<file path="config.mk">
export PLATFORM = sky130hd
export DESIGN_NAME = hd_loader_flat
export DESIGN_NICKNAME = d
export VERILOG_FILES = /design/src/rtl/hd_loader_if.sv /design/src/rtl/hd_loader.sv /design/src/flat_wrapper.sv
export SDC_FILE = /design/constraint.sdc
export NUM_CORES = 1
export LEC_CHECK = 0
export ABC_CLOCK_PERIOD_IN_PS = 7800
export CELL_PAD_IN_SITES_DETAIL_PLACEMENT = 0
export CELL_PAD_IN_SITES_GLOBAL_PLACEMENT = 1
export CORE_MARGIN = 2
export CORE_UTILIZATION = 40
export DETAILED_ROUTE_END_ITERATION = 16
export GPL_ROUTABILITY_DRIVEN = 0
export GPL_TIMING_DRIVEN = 0
export PLACE_DENSITY_LB_ADDON = 0.08
export SYNTH_ARGS = -nofsm -noshare
export SYNTH_HDL_FRONTEND = slang
export SYNTH_SLANG_ARGS = --single-unit
</file>
<file path="constraint.sdc">
create_clock -name clock -period 7.8 [get_ports clock]
set_input_delay 1.17 -clock clock [delete_from_list [all_inputs] [get_ports clock]]
set_output_delay 1.17 -clock clock [all_outputs]
set_load 0.02 [all_outputs]
</file>
<file path="src/rtl/hd_loader_if.sv">
// Request, status, hard-drive and memory signals of the hd_loader transfer engine.
// The loader takes the master side; the BIOS/OS requester and the attached stores take the slave side.
interface hd_loader_if #(
  parameter int DATA_WIDTH     = 32,
  parameter int TRACK_WIDTH    = 7,
  parameter int SECTOR_WIDTH   = 14,
  parameter int MEM_ADDR_WIDTH = 10
);
  logic                      start;
  logic                      direction;
  logic [TRACK_WIDTH-1:0]    track_in;
  logic [SECTOR_WIDTH-1:0]   sector_base;
  logic [MEM_ADDR_WIDTH-1:0] mem_base;
  logic [SECTOR_WIDTH-1:0]   word_count;
  logic [DATA_WIDTH-1:0]     hd_data_in;
  logic [TRACK_WIDTH-1:0]    hd_track;
  logic [SECTOR_WIDTH-1:0]   hd_sector;
  logic [DATA_WIDTH-1:0]     hd_data_out;
  logic                      flag_write_hd;
  logic [MEM_ADDR_WIDTH-1:0] mem_addr;
  logic [DATA_WIDTH-1:0]     mem_data_out;
  logic [DATA_WIDTH-1:0]     mem_data_in;
  logic                      mem_write;
  logic                      busy;
  logic                      done;
  logic                      error;
  logic [DATA_WIDTH-1:0]     checksum;

  modport master (
    input  start, direction, track_in, sector_base, mem_base, word_count,
    input  hd_data_in, mem_data_in,
    output hd_track, hd_sector, hd_data_out, flag_write_hd,
    output mem_addr, mem_data_out, mem_write,
    output busy, done, error, checksum
  );

  modport slave (
    output start, direction, track_in, sector_base, mem_base, word_count,
    output hd_data_in, mem_data_in,
    input  hd_track, hd_sector, hd_data_out, flag_write_hd,
    input  mem_addr, mem_data_out, mem_write,
    input  busy, done, error, checksum
  );
endinterface

</file>
<file path="src/rtl/hd_loader.sv">
// Copies a run of sectors on one track to consecutive memory words (load) or back (store).
// Define HD_LOADER_CHECKSUM_EN to accumulate the modulo sum of every written word on checksum.
module hd_loader #(
  parameter int DATA_WIDTH     = 32,
  parameter int TRACK_WIDTH    = 7,
  parameter int SECTOR_WIDTH   = 14,
  parameter int MEM_ADDR_WIDTH = 10
) (
  input  logic        clock,
  input  logic        reset,
  hd_loader_if.master bus
);
  localparam int CW = ((SECTOR_WIDTH > MEM_ADDR_WIDTH) ? SECTOR_WIDTH : MEM_ADDR_WIDTH) + 2;
  localparam logic [CW-1:0] SECTOR_SPAN = CW'(1) << SECTOR_WIDTH;
  localparam logic [CW-1:0] MEM_SPAN    = CW'(1) << MEM_ADDR_WIDTH;

  typedef enum logic [2:0] {IDLE, CHECK, LD_RD, LD_WR, ST_RD, ST_WR, FIN} state_t;

  state_t                    state_q, state_d;
  logic                      direction_q, direction_d;
  logic [TRACK_WIDTH-1:0]    track_q, track_d;
  logic [SECTOR_WIDTH-1:0]   sector_base_q, sector_base_d;
  logic [MEM_ADDR_WIDTH-1:0] mem_base_q, mem_base_d;
  logic [SECTOR_WIDTH-1:0]   word_count_q, word_count_d;
  logic [SECTOR_WIDTH-1:0]   idx_q, idx_d;
  logic [TRACK_WIDTH-1:0]    hd_track_q, hd_track_d;
  logic [SECTOR_WIDTH-1:0]   hd_sector_q, hd_sector_d;
  logic [MEM_ADDR_WIDTH-1:0] mem_addr_q, mem_addr_d;
  logic [DATA_WIDTH-1:0]     mem_data_q, mem_data_d;
  logic                      mem_write_q, mem_write_d;
  logic                      flag_write_hd_q, flag_write_hd_d;
  logic                      busy_q, busy_d;
  logic                      done_q, done_d;
  logic                      error_q, error_d;
  logic [CW-1:0]             sector_end, mem_end;

  assign sector_end = CW'(sector_base_q) + CW'(word_count_q);
  assign mem_end    = CW'(mem_base_q) + CW'(word_count_q);

  always_comb begin
    state_d       = state_q;
    direction_d   = direction_q;
    track_d       = track_q;
    sector_base_d = sector_base_q;
    mem_base_d    = mem_base_q;
    word_count_d  = word_count_q;
    idx_d         = idx_q;
    hd_track_d    = hd_track_q;
    hd_sector_d   = hd_sector_q;
    mem_addr_d    = mem_addr_q;
    mem_data_d    = mem_data_q;
    error_d       = error_q;

    case (state_q)
      IDLE: if (bus.start) begin
        direction_d   = bus.direction;
        track_d       = bus.track_in;
        sector_base_d = bus.sector_base;
        mem_base_d    = bus.mem_base;
        word_count_d  = bus.word_count;
        idx_d         = '0;
        error_d       = 1'b0;
        state_d       = CHECK;
      end
      CHECK: begin
        if (sector_end > SECTOR_SPAN || mem_end > MEM_SPAN) begin
          error_d = 1'b1;
          state_d = FIN;
        end else if (word_count_q == '0) begin
          state_d = FIN;
        end else begin
          state_d = direction_q ? ST_RD : LD_RD;
        end
      end
      LD_RD: begin
        mem_data_d = bus.hd_data_in;
        state_d    = LD_WR;
      end
      LD_WR: begin
        idx_d   = idx_q + 1'b1;
        state_d = (idx_d == word_count_q) ? FIN : LD_RD;
      end
      ST_RD: state_d = ST_WR;
      ST_WR: begin
        idx_d   = idx_q + 1'b1;
        state_d = (idx_d == word_count_q) ? FIN : ST_RD;
      end
      default: state_d = IDLE;
    endcase

    // Addresses are loaded on entry to the state that uses them and then held, so
    // every strobe sees stable address and data for its whole cycle.
    if (state_d == LD_RD || state_d == ST_RD) begin
      hd_track_d  = track_q;
      hd_sector_d = sector_base_q + idx_d;
    end
    if (state_d == LD_WR || state_d == ST_RD) begin
      mem_addr_d = mem_base_q + MEM_ADDR_WIDTH'(idx_d);
    end

    mem_write_d     = (state_d == LD_WR);
    flag_write_hd_d = (state_d == ST_WR);
    busy_d          = (state_d != IDLE) && (state_d != FIN);
    done_d          = (state_d == FIN);
  end

  always_ff @(posedge clock or negedge reset) begin
    if (!reset) begin
      state_q         <= IDLE;
      direction_q     <= 1'b0;
      track_q         <= '0;
      sector_base_q   <= '0;
      mem_base_q      <= '0;
      word_count_q    <= '0;
      idx_q           <= '0;
      hd_track_q      <= '0;
      hd_sector_q     <= '0;
      mem_addr_q      <= '0;
      mem_data_q      <= '0;
      mem_write_q     <= 1'b0;
      flag_write_hd_q <= 1'b0;
      busy_q          <= 1'b0;
      done_q          <= 1'b0;
      error_q         <= 1'b0;
    end else begin
      state_q         <= state_d;
      direction_q     <= direction_d;
      track_q         <= track_d;
      sector_base_q   <= sector_base_d;
      mem_base_q      <= mem_base_d;
      word_count_q    <= word_count_d;
      idx_q           <= idx_d;
      hd_track_q      <= hd_track_d;
      hd_sector_q     <= hd_sector_d;
      mem_addr_q      <= mem_addr_d;
      mem_data_q      <= mem_data_d;
      mem_write_q     <= mem_write_d;
      flag_write_hd_q <= flag_write_hd_d;
      busy_q          <= busy_d;
      done_q          <= done_d;
      error_q         <= error_d;
    end
  end

  assign bus.hd_track      = hd_track_q;
  assign bus.hd_sector     = hd_sector_q;
  assign bus.flag_write_hd = flag_write_hd_q;
  assign bus.mem_addr      = mem_addr_q;
  assign bus.mem_data_out  = mem_data_q;
  assign bus.mem_write     = mem_write_q;
  assign bus.busy          = busy_q;
  assign bus.done          = done_q;
  assign bus.error         = error_q;
  // Memory read data arrives during ST_WR, so it is forwarded straight onto the drive.
  assign bus.hd_data_out   = flag_write_hd_q ? bus.mem_data_in : '0;

`ifdef HD_LOADER_CHECKSUM_EN
  logic [DATA_WIDTH-1:0] checksum_q, checksum_d;

  always_comb begin
    checksum_d = checksum_q;
    if (state_q == IDLE && bus.start) begin
      checksum_d = '0;
    end else if (mem_write_q) begin
      checksum_d = checksum_q + mem_data_q;
    end else if (flag_write_hd_q) begin
      checksum_d = checksum_q + bus.mem_data_in;
    end
  end

  always_ff @(posedge clock or negedge reset) begin
    if (!reset) begin
      checksum_q <= '0;
    end else begin
      checksum_q <= checksum_d;
    end
  end

  assign bus.checksum = checksum_q;
`else
  assign bus.checksum = '0;
`endif
endmodule

</file>
<file path="src/flat_wrapper.sv">
// flat-port wrapper written by rule: the top's interface ports become plain ports
module hd_loader_flat 
#(
  parameter int DATA_WIDTH     = 32,
  parameter int TRACK_WIDTH    = 7,
  parameter int SECTOR_WIDTH   = 14,
  parameter int MEM_ADDR_WIDTH = 10
)
  (clock, reset, bus_start, bus_direction, bus_track_in, bus_sector_base, bus_mem_base, bus_word_count, bus_hd_data_in, bus_mem_data_in, bus_hd_track, bus_hd_sector, bus_hd_data_out, bus_flag_write_hd, bus_mem_addr, bus_mem_data_out, bus_mem_write, bus_busy, bus_done, bus_error, bus_checksum);
  hd_loader_if #(.DATA_WIDTH(DATA_WIDTH), .TRACK_WIDTH(TRACK_WIDTH), .SECTOR_WIDTH(SECTOR_WIDTH), .MEM_ADDR_WIDTH(MEM_ADDR_WIDTH)) bus_i ();
  input  logic clock;
  input  logic reset;
  input wire logic [$bits(bus_i.start)-1:0] bus_start;
  input wire logic [$bits(bus_i.direction)-1:0] bus_direction;
  input wire logic [$bits(bus_i.track_in)-1:0] bus_track_in;
  input wire logic [$bits(bus_i.sector_base)-1:0] bus_sector_base;
  input wire logic [$bits(bus_i.mem_base)-1:0] bus_mem_base;
  input wire logic [$bits(bus_i.word_count)-1:0] bus_word_count;
  input wire logic [$bits(bus_i.hd_data_in)-1:0] bus_hd_data_in;
  input wire logic [$bits(bus_i.mem_data_in)-1:0] bus_mem_data_in;
  output wire logic [$bits(bus_i.hd_track)-1:0] bus_hd_track;
  output wire logic [$bits(bus_i.hd_sector)-1:0] bus_hd_sector;
  output wire logic [$bits(bus_i.hd_data_out)-1:0] bus_hd_data_out;
  output wire logic [$bits(bus_i.flag_write_hd)-1:0] bus_flag_write_hd;
  output wire logic [$bits(bus_i.mem_addr)-1:0] bus_mem_addr;
  output wire logic [$bits(bus_i.mem_data_out)-1:0] bus_mem_data_out;
  output wire logic [$bits(bus_i.mem_write)-1:0] bus_mem_write;
  output wire logic [$bits(bus_i.busy)-1:0] bus_busy;
  output wire logic [$bits(bus_i.done)-1:0] bus_done;
  output wire logic [$bits(bus_i.error)-1:0] bus_error;
  output wire logic [$bits(bus_i.checksum)-1:0] bus_checksum;
  assign bus_i.start = bus_start;
  assign bus_i.direction = bus_direction;
  assign bus_i.track_in = bus_track_in;
  assign bus_i.sector_base = bus_sector_base;
  assign bus_i.mem_base = bus_mem_base;
  assign bus_i.word_count = bus_word_count;
  assign bus_i.hd_data_in = bus_hd_data_in;
  assign bus_i.mem_data_in = bus_mem_data_in;
  assign bus_hd_track = bus_i.hd_track;
  assign bus_hd_sector = bus_i.hd_sector;
  assign bus_hd_data_out = bus_i.hd_data_out;
  assign bus_flag_write_hd = bus_i.flag_write_hd;
  assign bus_mem_addr = bus_i.mem_addr;
  assign bus_mem_data_out = bus_i.mem_data_out;
  assign bus_mem_write = bus_i.mem_write;
  assign bus_busy = bus_i.busy;
  assign bus_done = bus_i.done;
  assign bus_error = bus_i.error;
  assign bus_checksum = bus_i.checksum;
  hd_loader #(.DATA_WIDTH(DATA_WIDTH), .TRACK_WIDTH(TRACK_WIDTH), .SECTOR_WIDTH(SECTOR_WIDTH), .MEM_ADDR_WIDTH(MEM_ADDR_WIDTH)) u_core (.clock(clock), .reset(reset), .bus(bus_i));
endmodule
</file>
=== Word-level counts from Yosys, hierarchy flattened ===
Index checks and enable logic that the tools add are counted.

* Order comparisons: 2
* Divide/modulo/power cells: 0
* Shift operators: 0
* Eq/ne operators: 14
* Bitwise gates (word level): 0
* Add/sub/neg operators: 5
* Mux-type cells: 13
* Multiply operators: 0
* Reductions and logical operators: 11

{| class="wikitable"
|+ Operators with widths
! kind !! number
|-
| $mux W32 || 1
|-
| $pmux W14 S2 || 1
|-
| $pmux W3 S6 || 1
|-
| $gt A16 B11 Y1 const B || 1
|-
| $gt A16 B15 Y1 const B || 1
|-
| $add A10 B14 Y15 || 1
|-
| $add A14 B14 Y15 || 1
|-
| $eq A3 B3 Y1 const B || 5
|-
| $mux W3 || 5
|-
| $add A14 B1 Y14 const B || 1
|-
| $add A14 B14 Y14 || 1
|-
| $eq A14 B14 Y1 || 1
|-
| $logic_not A14 Y1 || 1
|-
| $mux W14 || 1
|-
| $eq A3 B2 Y1 const B || 4
|-
| $add A10 B10 Y10 || 1
|-
| $eq A3 B1 Y1 const B || 1
|-
| $logic_not A3 Y1 || 1
|-
| $logic_or A1 B1 Y1 || 3
|-
| $ne A3 B3 Y1 const B || 1
|-
| $reduce_and A3 Y1 || 1
|-
| $reduce_bool A3 Y1 || 1
|-
| $mux W1 || 2
|-
| $mux W2 || 1
|-
| other kinds (7) || 7
|}

* ROM bits: 0
* Input port bits: 113
* Bits in latches: 0
* Memory bits (writable): 0
* Register bits: 131
* Memories kept: 0

=== Longest topological paths before layout ===
Gate-level depths: netlist of run 1.

* Depth in word-level cells: 7
* Gate-level depth with buffers: 18
* Gate-level depth less buffers: 17

=== Worst setup path before layout of run 1 ===
OpenSTA, ideal clock, no wires.

* Path type: input to register
* Start point: input port bus_start
* End point: register u_core.hd_sector_q[13], in the netlist u_core.bus.hd_sector[13]
* Data arrival time: 4194 ps
* Buffers on the path: 1
* Slack: 3479 ps
* Stages: 15
* Path through: nor3b_1 > nor2_1 > clkbuf_1 > o21ai_0 > o41ai_1 > ha_1 > and2_1 > a31o_2 > a311o_1 > a21o_1 > a21o_1 > a21o_1 > a21oi_1 > xnor2_1 > mux2_1

* Elaborated cells on any way between the ends: 8

{| class="wikitable"
|+ RTL lines
! element !! RTL line !! text
|-
| from (decl) || flat_wrapper.sv:13 || <nowiki>input wire logic [$bits(bus_i.start)-1:0] bus_start;</nowiki>
|-
| $mux W14 || hd_loader.sv:55 || <nowiki>IDLE: if (bus.start) begin</nowiki>
|-
| $pmux W14 S2 || hd_loader.sv:54 || <nowiki>case (state_q)</nowiki>
|-
| via u_core.idx_d[8] || hd_loader.sv:25 || <nowiki>logic [SECTOR_WIDTH-1:0] idx_q, idx_d;</nowiki>
|-
| $add A14 B14 Y14 || hd_loader.sv:95 || <nowiki>hd_sector_d = sector_base_q + idx_d;</nowiki>
|-
| to (signal assigned) || hd_loader.sv:134 || <nowiki>hd_sector_q <= hd_sector_d;</nowiki>
|-
| to (decl) || hd_loader.sv:27 || <nowiki>logic [SECTOR_WIDTH-1:0] hd_sector_q, hd_sector_d;</nowiki>
|}

The timed path passes the listed nets, and every way through them passes these cells.
A chain may end at the register's enable or synchronous reset.

=== Final worst setup path of run 1 ===
* Start point: input port bus_start
* End point: register u_core.hd_sector_q[12], in the netlist u_core.bus.hd_sector[12]

The elaborated chain is that of the path after synthesis.

==> flow_summary.ini, run 1 <==
[sta]
clock.fmax_mhz = 183
relSlewSlack_pct = 33.0
fin_crit_sh_pct = 70.2
finalCriticalPeriod_ps = 5470
setup_viol = 0
fin_skew_ps = 15.5
finalHoldViolCount = 0
worst_pin_slew_ps = 995
finalMaxSlewViolations = 0
worst_slack_ps = 2330
setup_tns_ps = 0
rsz0062_at_grt = false

[clocking]
cts.clk_slew.worst_paths_ps = 70
cts_setup_buffers = 0
cts_made_buffers = 17
htreeDepth = 4
cts-root-buf = clkbuf_16
clock_path_buffers = 2
tritoncts = yes
cts_hold_buf = 0
clk_latency_ps = 430
cts_resized = 0
cts.sinks = 131

[routing]
drc = 0
wirelength_mm = 25.2
vias = 7375
dr.pass1.iters = 4
ant_nets = 0
wl_per_cell_um = 18.1
drt_iter0_drc = 346
vias_per_cell = 5.28

[logic_synthesis]
synthArstFlopShare_pct = 100
synth_cell_types = 71
synthCells = 846
synth_area_um2 = 8690
synthTopCellsByArea = dfrtp_1 38%, mux2_2 10%, ha_1 6.8%
synth_top_area_share_pct = 37.7
yosys_warnings = 0
yosysSeqAreaShare_pct = 37.7
synth-edff-count = 0
postSynthAreaPerCell_um2 = 10.3
yosys.area.top_type = dfrtp_1
synth-seq-cells = 131
synth_ff_type = dfrtp_1

[power_and_ir_drop]
peakVddDrop_v = 0.000205
p_leak_nw = 5.14
power_per_cell_area_nw_per_um2 = 458
p_total_w = 0.00545

[floorplanning]
die_w_um = 151
die_h_um = 151
die_area_um2 = 22900
start_util_pct = 41.1
core_region_area_um2 = 21200
io_pins = 245
rows = 53

[worst_setup_path]
worstPathMaxFanout = 10
end_kind = register
worstPathArrival_ps = 5800
cpPeakStageDelay_ps = 800
required_ps = 8120
critPathBufInv = 2
cp_top_family = compound AO/OA/AOI/OAI gates
cpMostUsedCell = o21ai_0
cp_slowest_cell = nor3b_1
start_kind = input port
worstPathCellList = clkdlybuf4s50_1 > nor3b_1 > nor2_1 > clkbuf_1 > nand2_1 > o21ai_0 > ha_1 > fa_1 > a21o_1 > a21oi_1 > nor2b_1 > o21a_1 > o22ai_1 > o21ai_0 > o41ai_1 > xnor2_1 > mux2_4
worstSetupPathType = input port to register

[grt]
grt_pass1_vias = 7115
grt_max_degree = 93
grt_overflow = 0
antenna_found_initial = 0
grt_first_pass_wirelength_mm = 38.9
grtUsageTotal_pct = 22.1

[cells_and_area]
finalInstanceArea_um2 = 11900
fin_cells = 1397
area_growth_pct = 37.1
drive_above_1_share_pct = 16.1
nFillCells = 1944
finish.net_count = 1273
diodes = 0

[place]
dp.cells = 1365
dp_hpwl_mm = 19.3
portBuffers = 212
place_area_um2 = 11300
pre_cts_ws_ps = 1970

[min_path]
holdCritPathClass = register to register

[flow_run]
drv_cap = 0

[run_status]
status = finished clean
final timing paths:
check | cells after the start | start | slack [ps] | end
setup / recovery | 17 | bus_start | 2330 | u_core.bus.hd_sector[12]
hold / removal | 1 | u_core.bus.error | 480 | u_core.bus.error
setup reg to reg | 18 | u_core.state_q[2] | 2500 | u_core.bus.hd_sector[12]
hold reg to reg | 1 | u_core.bus.error | 480 | u_core.bus.error
max in group asynchronous | 2 | reset | 6320 | u_core.bus.error
min in group asynchronous | 1 | reset | 650 | u_core.sector_base_q[4]
where the power goes:
group          internal [W]  switching [W]
logic               0.00157        0.00173
registers           0.00100       0.000326
clock network      0.000436       0.000382
synthesized netlist by cell type (18+ instances only):
cell type  count
xnor2_1       29
nor2_1        47
inv_1         20
nand2_1       39
mux2_2        81
and2_1        35
ha_1          47
dfrtp_1      131
a21oi_1       35
clkbuf_1      25
o21ai_0       41
nand3_1       18
buf_4         32
layout make-up:
class                           instances  area (um^2)  area share (%)
Clock inverter                         15          185            1.55
Multi-Input combinational cell        660         5060            42.5
Buffer                                 66          393            3.30
Inverter                               20         75.1           0.630
Clock buffer                           17          425            3.57
Timing Repair Buffer                  213         2150            18.0
Sequential cell                       131         3280            27.5
Tap cell                              275          344            2.89
flip-flops by register name, indices dropped and copies added, names as in the netlist, 3 cells and up:
register / flops
u_core.sector_base_q: 14
u_core.bus.hd_sector: 14
u_core.track_q: 7
u_core.bus.mem_addr: 10
u_core.state_q: 3
u_core.bus.hd_track: 7
u_core.word_count_q: 14
u_core.mem_base_q: 10
u_core.idx_q: 14
u_core.bus.mem_data_out: 32
metrics by stage:
| step | utilization (%) | hold slack (ps) |
|---|---|---|
| 4_1_cts | 56.3 | 488 |
| 6_report | 56.3 | 482 |
| 3_5_place_dp | 53.4 | 474 |
| 3_3_place_gp | 53.3 | 467 |
| 5_1_grt | 56.3 | 506 |
| 2_1_floorplan | - | 477 |
kinds of logic (layout without fill, tap and decap cells):
group	count (synthesis)	in the layout	synth area share, %
buffers and inverters	86	331	5.38
xor gates and xnor gates	45	45	4.53
and+or+nand+nor	225	225	13.8
adders and majority gates	51	51	7.68
DFF	131	131	37.7
other	1	32	0.0431
muxes	117	117	15.6
AOI/OAI and AO/OA	190	190	15.2
placed cells by master (no fill, tap or decap), types with 35 or more instances in the layout:
master	n
clkdlybuf4s50_1	211
o21ai_0	41
and2_1	35
dfrtp_1	131
ha_1	47
nor2_1	47
nand2_1	39
a21oi_1	35
mux2_2	81
metal layers:
layer	routed length [um]	part of all wire (%)	vias to the layer above	track usage [%]
li1	-	-	3600	-
met1	11400	45	3531	30.0
met2	12100	48	216	36.1
met3	1310	5.2	28	3.92
met4	440	1.7	0	6.40
met5	0	0	-	0
Power figures use the tool's default switching activity.
==> inputs of run 2 (changes only) <==
- ABC_CLOCK_PERIOD_IN_PS: 7800 -> 5000
- CORE_UTILIZATION: 40 -> 34
- clock period: 7.8 -> 5 ns (I/O delays scaled with it)
==> run 2 against run 1 <==
Clock-buffer cell count unchanged. Hold slack got worse by 230 ps. Setup slack got worse by 1900 ps. Clock power increased by 58%. Largest power group unchanged. Largest cell class unchanged.
==> flow_summary.ini, run 2 (synthesized netlist as in run 1, its figures left out) <==
[cells_and_area]
layout_commonest_cell = clkdlybuf4s50_1
final_cell_mix = 211 x clkdlybuf4s50_1, 131 x dfrtp_1, 81 x mux2_2
final_core_util_pct = 47.9
seqCellArea_um2 = 3280
area_growth_pct = 38.3
drive_above_1_share_pct = 16.7
largest_reg_flops = 32
finalInstanceArea_um2 = 12000
nFillCells = 2416
finish.net_count = 1274
multi_input_area_um2 = 5090

[worst_setup_path]
worstSetupPathType = register to register
worstSetupStartpoint = u_core.state_q[2]
setup.worst_path.end = u_core.bus.hd_sector[12]
worstPathMaxFanout = 10
worstPathArrival_ps = 4900
r2r_slack_ps = 410
cp.depth = 17
cp_slowest_cell = ha_1
r2r_cells = 17
required_ps = 5320
critPathBufInv = 2
cpPeakStageDelay_ps = 460
worstPathCellList = clkbuf_1 > or2_2 > nor3b_4 > nor2_1 > clkbuf_1 > o21ai_0 > o21ai_0 > ha_1 > a21o_1 > a21oi_1 > nor2b_1 > o21a_1 > o22ai_1 > o21ai_0 > o41ai_2 > xnor2_1 > mux2_4
cp_top_family = compound AO/OA/AOI/OAI gates
cpMostUsedCell = o21ai_0
timing.rr.start = u_core.state_q[2]
start_kind = register
regToRegEndpoint = u_core.bus.hd_sector[12]
end_kind = register

[floorplanning]
core_region_area_um2 = 25100
io_pins = 245
start_util_pct = 34.6
rows = 58
die_w_um = 164
die_h_um = 164
die_area_um2 = 26900

[place]
portBuffers = 212
place_area_um2 = 11400
dp_hpwl_mm = 20.6

[routing]
vias_per_cell = 5.05
wl_per_cell_um = 18.4
wirelength_mm = 26.7
ant_nets = 0
drt_iter0_drc = 409
vias = 7343
drc = 0
dr.pass1.iters = 5

[grt]
grt_max_degree = 90
grt_overflow = 0
grtUsageTotal_pct = 19.9
antenna_found_initial = 1
met2_usage_pct = 31.6
grt-busiest-layer = met2
grt_first_pass_wirelength_mm = 41.1
grt_pass1_vias = 7159
grtUsageMet1_pct = 28.1
met3_usage_pct = 3.48

[clocking]
cts-root-buf = clkbuf_16
cts.sinks = 131
cts_made_buffers = 17
clock_path_buffers = 2
htreeDepth = 4
clk_latency_ps = 430
tritoncts = yes
cts.clk_slew.worst_paths_ps = 80

[sta]
finalMaxSlewViolations = 0
relSlewSlack_pct = 29.9
finalCriticalPeriod_ps = 4590
finalHoldViolCount = 0
rsz0062_at_grt = false
setup_viol = 0
clock.fmax_mhz = 218
worst_pin_slew_ps = 1040
fin_crit_sh_pct = 91.7
fin_skew_ps = 13.0

[min_path]
holdCritPathClass = input port to asynchronous set/reset pin

[power_and_ir_drop]
p_leak_nw = 5.17
power_per_cell_area_nw_per_um2 = 711
peakVddDrop_v = 0.000309

[flow_run]
drv_cap = 0

[run_status]
status = finished clean
run 2: cell count changes in the layout (fill, tap and decap cells not counted), moves of 2 or more:
cell	previous run	this run
clkbuf_1	25	23
clkbuf_2	0	2
diode_2	0	2
o41ai_1	4	2
o41ai_2	0	2
run 2: worst min-delay path by stage:
stage | end | depth (start not counted) | startpoint
after floorplan | u_core.bus.busy | 0 | reset
after detailed placement | u_core.bus.error | 1 | u_core.bus.error
after global routing | u_core.word_count_q[13] | 1 | reset
after global placement | u_core.bus.error | 1 | u_core.bus.error
final | u_core.word_count_q[13] | 1 | reset
after CTS | u_core.word_count_q[13] | 1 | reset
run 2: timing repair:
item	CTS	global route
hold buffers	0	0
setup buffers	0	1
gates resized for setup	1	9
pin swaps	0	1
endpoints found under the setup margin	5	7
run 2: layout make-up:
type / count / area share [%]
Inverter: 20 / 0.624
Sequential cell: 131 / 27.3
Tap cell: 330 / 3.43
Antenna cell: 2 / 0.0416
Clock buffer: 17 / 3.54
Multi-Input combinational cell: 660 / 42.4
Clock inverter: 15 / 1.52
Buffer: 66 / 3.29
Timing Repair Buffer: 214 / 17.9
run 2: power by group:
part | internal [W] | switching, W | total [W]
combinational | 0.00246 | 0.00273 | 0.00519
sequential | 0.00157 | 0.000508 | 0.00207
clock | 0.000679 | 0.000610 | 0.00129
run 2: per-stage QoR:
stage | TNS, ps | total power, W | instances | worst slack [ps] | hold slack [ps]
finish | 0 | 0.00855 | 1455 | 415 | 249
global route | 0 | 0.00921 | 1454 | 44.2 | 271
CTS | 0 | 0.00861 | 1452 | 25.8 | 260
detailed placement | -1940 | 0.00726 | 1420 | -497 | 477
global placement | -338020 | 0.00727 | 1419 | -2580 | 464
floorplan | 0 | 0.00553 | 877 | 935 | 454
run 2: per-layer routing:
metal	wire, um	share of wire, %	vias up
met2	12700	48	181
met1	12500	47	3537
li1	-	-	3597
met3	1080	4.1	28
met5	0	0	-
met4	433	1.6	0
==> inputs of run 3 (changes only) <==
- SLEW_MARGIN: default -> 20
==> run 3 against run 2 <==
Cell count unchanged. Flip-flop and latch count unchanged. Hold slack worse by 36 ps. Die area stayed put. Utilization is essentially flat. Clock skew up 7.0 ps. Non-clock buffer count stayed put. Combinational power hardly changed. Register-to-register slack worse by 50 ps.
==> flow_summary.ini, run 3 (synthesized netlist as in run 1, its figures left out) <==
[place]
dp_hpwl_mm = 20.6
place_area_um2 = 11400
portBuffers = 212
dp.cells = 1420

[floorplanning]
die_area_um2 = 26900
die_w_um = 164
start_util_pct = 34.6
io_pins = 245
rows = 58
die_h_um = 164
core_region_area_um2 = 25100

[routing]
wl_per_cell_um = 18.5
ant_nets = 0
vias = 7396
wirelength_mm = 26.9
drt_iter0_drc = 453
vias_per_cell = 5.08
dr.pass1.iters = 5
drc = 0

[cells_and_area]
nFillCells = 2375
drive_above_1_share_pct = 16.7
finish.net_count = 1274
area_growth_pct = 38.4
layout_commonest_cell = clkdlybuf4s50_1
finalInstanceArea_um2 = 12000
multi_input_area_um2 = 5090
seqCellArea_um2 = 3280
fin_cells = 1455
largest_reg_flops = 32
final_cell_mix = 211 x clkdlybuf4s50_1, 131 x dfrtp_1, 81 x mux2_2
final_core_util_pct = 47.9

[power_and_ir_drop]
peakVddDrop_v = 0.000304
p_total_w = 0.00860
power_per_cell_area_nw_per_um2 = 715
p_clk_share_pct = 15.4
p_leak_nw = 5.17
p_seq_share_pct = 24.1
p_sw_w = 0.00385
power.share.switching_pct = 44.7
p_int_w = 0.00475
pwr-share-comb_pct = 60.5

[sta]
finalHoldViolCount = 0
clock.fmax_mhz = 216
hold-worst-slack_ps = 212
rsz0062_at_grt = false
fin_crit_sh_pct = 92.6
worst_pin_slew_ps = 883
setup_viol = 0
relSlewSlack_pct = 40.6
finalCriticalPeriod_ps = 4630
fin_skew_ps = 20.0
finalMaxSlewViolations = 0

[clocking]
cts.sinks = 131
cts.clk_slew.worst_paths_ps = 80
tritoncts = yes
htreeDepth = 4
cts_hold_buf = 0
clock_path_buffers = 2
cts_made_buffers = 17
cts-root-buf = clkbuf_16
clk_latency_ps = 430

[worst_setup_path]
end_kind = register
worstPathArrival_ps = 4940
worstPathMaxFanout = 10
worstSetupPathType = register to register
r2r_cells = 17
required_ps = 5310
start_kind = register

[grt]
grt_pass1_vias = 7086
grtUsageTotal_pct = 20.0
grt_overflow = 0
grt_first_pass_wirelength_mm = 41.1
grt_max_degree = 90
antenna_found_initial = 1

[flow_run]
drv_cap = 0

[run_status]
status = finished clean

[min_path]
holdCritPathClass = input port to asynchronous set/reset pin
-- run 3: cell type report --
class                           instances  share of cell area [%]
Multi-Input combinational cell        660                    42.3
Sequential cell                       131                    27.2
Timing Repair Buffer                  214                    18.0
Clock buffer                           17                    3.54
Tap cell                              330                    3.43
Buffer                                 66                    3.28
Clock inverter                         15                    1.55
Inverter                               20                   0.624
Antenna cell                            2                  0.0416
-- run 3: metrics by stage --
stage / setup TNS, ps / setup slack (ps)
after floorplan: 0 / 935
after global placement: -338020 / -2580
after detailed placement: -2000 / -503
after CTS: 0 / 20.9
after global routing: 0 / 32.2
final: 0 / 368
-- run 3: path summary, 6_finish.rpt --
kind / from / end / slack [ps]
setup / recovery: u_core.state_q[2] / u_core.bus.hd_sector[12] / 370
setup reg to reg: u_core.state_q[2] / u_core.bus.hd_sector[12] / 370
hold reg to reg: u_core.bus.error / u_core.bus.error / 480
min in group clock: u_core.bus.error / u_core.bus.error / 480
hold / removal: reset / u_core.word_count_q[13] / 210
max in group asynchronous: reset / u_core.sector_base_q[9] / 3980
-- run 3: power by group through the flow --
stage,Clock [W],Combinational (W),Sequential [W]
2_1_floorplan,0,0.00327,0.00226
3_3_place_gp,0,0.00517,0.00210
3_5_place_dp,0,0.00516,0.00210
4_1_cts,0.00135,0.00520,0.00209
5_1_grt,0.00140,0.00570,0.00215
6_report,0.00132,0.00521,0.00208
-- run 3: what timing repair did --
action / CTS / global route
pin swaps: 0 / 1
endpoints found under the setup margin: 5 / 7
buffers inserted: 0 / 1
resized for setup: 1 / 7
-- run 3: worst max-delay path, stage by stage (launching register included) --
cell and delay, ps:
dfrtp_1 400, clkbuf_1 260, or2_2 400, nor3b_4 330
nor2_1 140, clkbuf_1 280, o21ai_0 210, o21ai_0 320
ha_1 460, a21o_1 190, a21oi_1 220, nor2b_1 70
o21a_1 190, o22ai_1 190, o21ai_0 180, o41ai_2 280
xnor2_1 110, mux2_4 270
-- run 3: per-layer routing --
| layer | GRT usage [%] | up-vias | share of wire, % | routed length, um |
|---|---|---|---|---|
| met3 | 3.51 | 26 | 4.1 | 1100 |
| met5 | 0 | - | 0 | 0 |
| met2 | 31.6 | 197 | 48 | 12900 |
| met4 | 5.62 | 0 | 1.7 | 462 |
| li1 | - | 3593 | - | - |
| met1 | 28.2 | 3580 | 46 | 12500 |
==> patch, RTL diff (settings of run 2) <==
`MEM_ADDR_WIDTH` is set to 10 in 3 places; all go to 11.
--- a/src/rtl/hd_loader_if.sv
+++ b/src/rtl/hd_loader_if.sv
@@ -4,7 +4,7 @@
   parameter int DATA_WIDTH     = 32,
   parameter int TRACK_WIDTH    = 7,
   parameter int SECTOR_WIDTH   = 14,
-  parameter int MEM_ADDR_WIDTH = 10
+  parameter int MEM_ADDR_WIDTH = 11
 );
   logic                      start;
   logic                      direction;
--- a/src/rtl/hd_loader.sv
+++ b/src/rtl/hd_loader.sv
@@ -4,7 +4,7 @@
   parameter int DATA_WIDTH     = 32,
   parameter int TRACK_WIDTH    = 7,
   parameter int SECTOR_WIDTH   = 14,
-  parameter int MEM_ADDR_WIDTH = 10
+  parameter int MEM_ADDR_WIDTH = 11
 ) (
   input  logic        clock,
   input  logic        reset,
--- a/src/flat_wrapper.sv
+++ b/src/flat_wrapper.sv
@@ -4,7 +4,7 @@
   parameter int DATA_WIDTH     = 32,
   parameter int TRACK_WIDTH    = 7,
   parameter int SECTOR_WIDTH   = 14,
-  parameter int MEM_ADDR_WIDTH = 10
+  parameter int MEM_ADDR_WIDTH = 11
 )
   (clock, reset, bus_start, bus_direction, bus_track_in, bus_sector_base, bus_mem_base, bus_word_count, bus_hd_data_in, bus_mem_data_in, bus_hd_track, bus_hd_sector, bus_hd_data_out, bus_flag_write_hd, bus_mem_addr, bus_mem_data_out, bus_mem_write, bus_busy, bus_done, bus_error, bus_checksum);
   hd_loader_if #(.DATA_WIDTH(DATA_WIDTH), .TRACK_WIDTH(TRACK_WIDTH), .SECTOR_WIDTH(SECTOR_WIDTH), .MEM_ADDR_WIDTH(MEM_ADDR_WIDTH)) bus_i ();
Interface: changed (resized bus_mem_addr and bus_mem_base); port bits go from 245 to 247. No check against the original RTL was run, so the function may have changed too.
==> patch against run 2 <==
- final area shrank 1.5%
- count of clock-buffer cells in the layout unchanged
- global-route usage decreased by 0.89 points
- power down 8.6%
- sequential power is 2% lower
- clock skew rose by 0.0018 ns
- worst setup slack better by 0.056 ns
- utilization increased by 0.54 points
- wire length down 6.9%
- area after synthesis down 2.0%
- sequential cell count increased by 2
- synthesized cell count up 4.5%
- sequential share of layout area is 0.83 points higher
- first-iteration DRC count shrank 6.1%
- largest cell class unchanged
==> patch: results (changes against run 2) <==
| Metric | Value |
|---|---|
| Initial antenna violation count | `0 (-1)` |
| Post-synthesis sequential area ratio | `0.3905 (+0.01345)` |
| Most frequent cells after synthesis | `174 x nand2_1, 133 x dfrtp_1, 49 x ha_1, 41 x o21ai_0` |
| Worst Skew | `0.01476 ns (+0.001798 ns)` |
| Top cell type's share of synthesized area | `0.3905 (+0.01345)` |
| Largest net degree at the start of global routing | `80 (-11%)` |
| First-pass iteration count of the detailed router | `4 (-1)` |
| Syn avg cell area | `9.642 sq um (-6.2%)` |
| Worst vdd ir | `0.3088 mV (about the same)` |
| Synth top area cells | `dfrtp_1 39%, nand2_1 7.7%, ha_1 7.2%, mux2_4 5.3%, mux2_2 4.5%` |
| Wire length per cell | `16.74 microns (-8.9%)` |
| Final Net Count | `1,316 (+3.3%)` |
| Metal2 WL | `11,590 microns (-9.0%)` |
| Synth Area in XOR/XNOR | `0.04521 (-0.0001159)` |
| Post-place instance area | `11,220 sq um (-1.4%)` |
| Post-CTS sizing | `0 (-1)` |
| Outcome | `finished, final reports clean` |
| Total power | `0.007818 W (-8.6%)` |
| Met1 WL | `11,590 microns (-7.0%)` |
| Met2 global-route usage | `0.3124 (-0.003129)` |
| P_clk | `0.00134 W (+4%)` |
| Routed met3 length | `1366 microns (+26%)` |
| Vias in the first global route | `6,942 (-3.0%)` |
| Switching share of power | `0.4256 (-0.02375)` |
| Post-synth cell types | `73 (+2.8%)` |
| DP Worst Slack | `0.1583 ns (+0.6552 ns)` |
| Placed Instances | `1,454 (+2.4%)` |
| Drt total wl | `24,870 microns (-6.9%)` |
| First-pass GRT wire length | `38,630 microns (-6.0%)` |
| Overall Global Routing Usage | `0.1903 (-0.008885)` |
| Layout cells sized above 1 | `0.1429 (-0.02455)` |
| Fillers | `2,373 (-1.8%)` |
| Adder-Cell Fraction of Synth Area | `0.08133 (+0.004481)` |
| Combinational power share | `0.568 (-0.039)` |
==> patch: changes by cell type after synthesis, sizes merged, moves of 8 or more <==
cell	before	now
mux2	100	64
inv	20	12
nand2	39	174
nor2	47	28
mux2i	17	3
o22ai	9	1
==> patch: area by class of cell <==
class	instances	area, sq um	area share
clock buffers	17	425.4	0.03590
clock inverters	15	203.9	0.01721
multi-input cells	703	4861	0.4102
plain buffers	67	409.1	0.03453
flip-flops and latches	133	3328	0.2809
repair buffers	215	2171	0.1832
well taps	324	405.4	0.03421
inverters	12	45.04	0.003801
==> patch: worst paths after layout <==
path / from / endpoint / slack (ns) / depth (start not counted)
worst min register to register: u_core.track_q[0]$_DFFE_PN0P_ / u_core.track_q[0]$_DFFE_PN0P_ / 0.47 / 2
min in group clock: u_core.track_q[0]$_DFFE_PN0P_ / u_core.track_q[0]$_DFFE_PN0P_ / 0.47 / 2
worst max-delay path: u_core.state_q[2]$_DFF_PN0_ / u_core.bus.mem_addr[9]$_DFFE_PN0P_ / 0.47 / 17
max in group asynchronous: reset / u_core.track_q[1]$_DFFE_PN0P_ / 3.93 / 2
worst min-delay path: reset / u_core.mem_base_q[4]$_DFFE_PN0P_ / 0.28 / 1
worst max register to register: u_core.state_q[2]$_DFF_PN0_ / u_core.bus.mem_addr[9]$_DFFE_PN0P_ / 0.47 / 17
==> patch: worst max-delay path, cell delays in order, from the launching register on <==
cell	delay (ns)
dfrtp_1	0.32
clkbuf_1	0.33
nor2b_1	0.26
o21ai_2	0.17
nand2_1	0.19
clkbuf_1	0.39
o21ai_0	0.18
nand2_1	0.10
o21ai_0	0.35
ha_1	0.48
a21oi_1	0.23
o21ai_0	0.15
or4_1	0.41
o311a_1	0.16
a21o_1	0.18
a21oi_1	0.17
xnor2_1	0.09
mux2_4	0.26
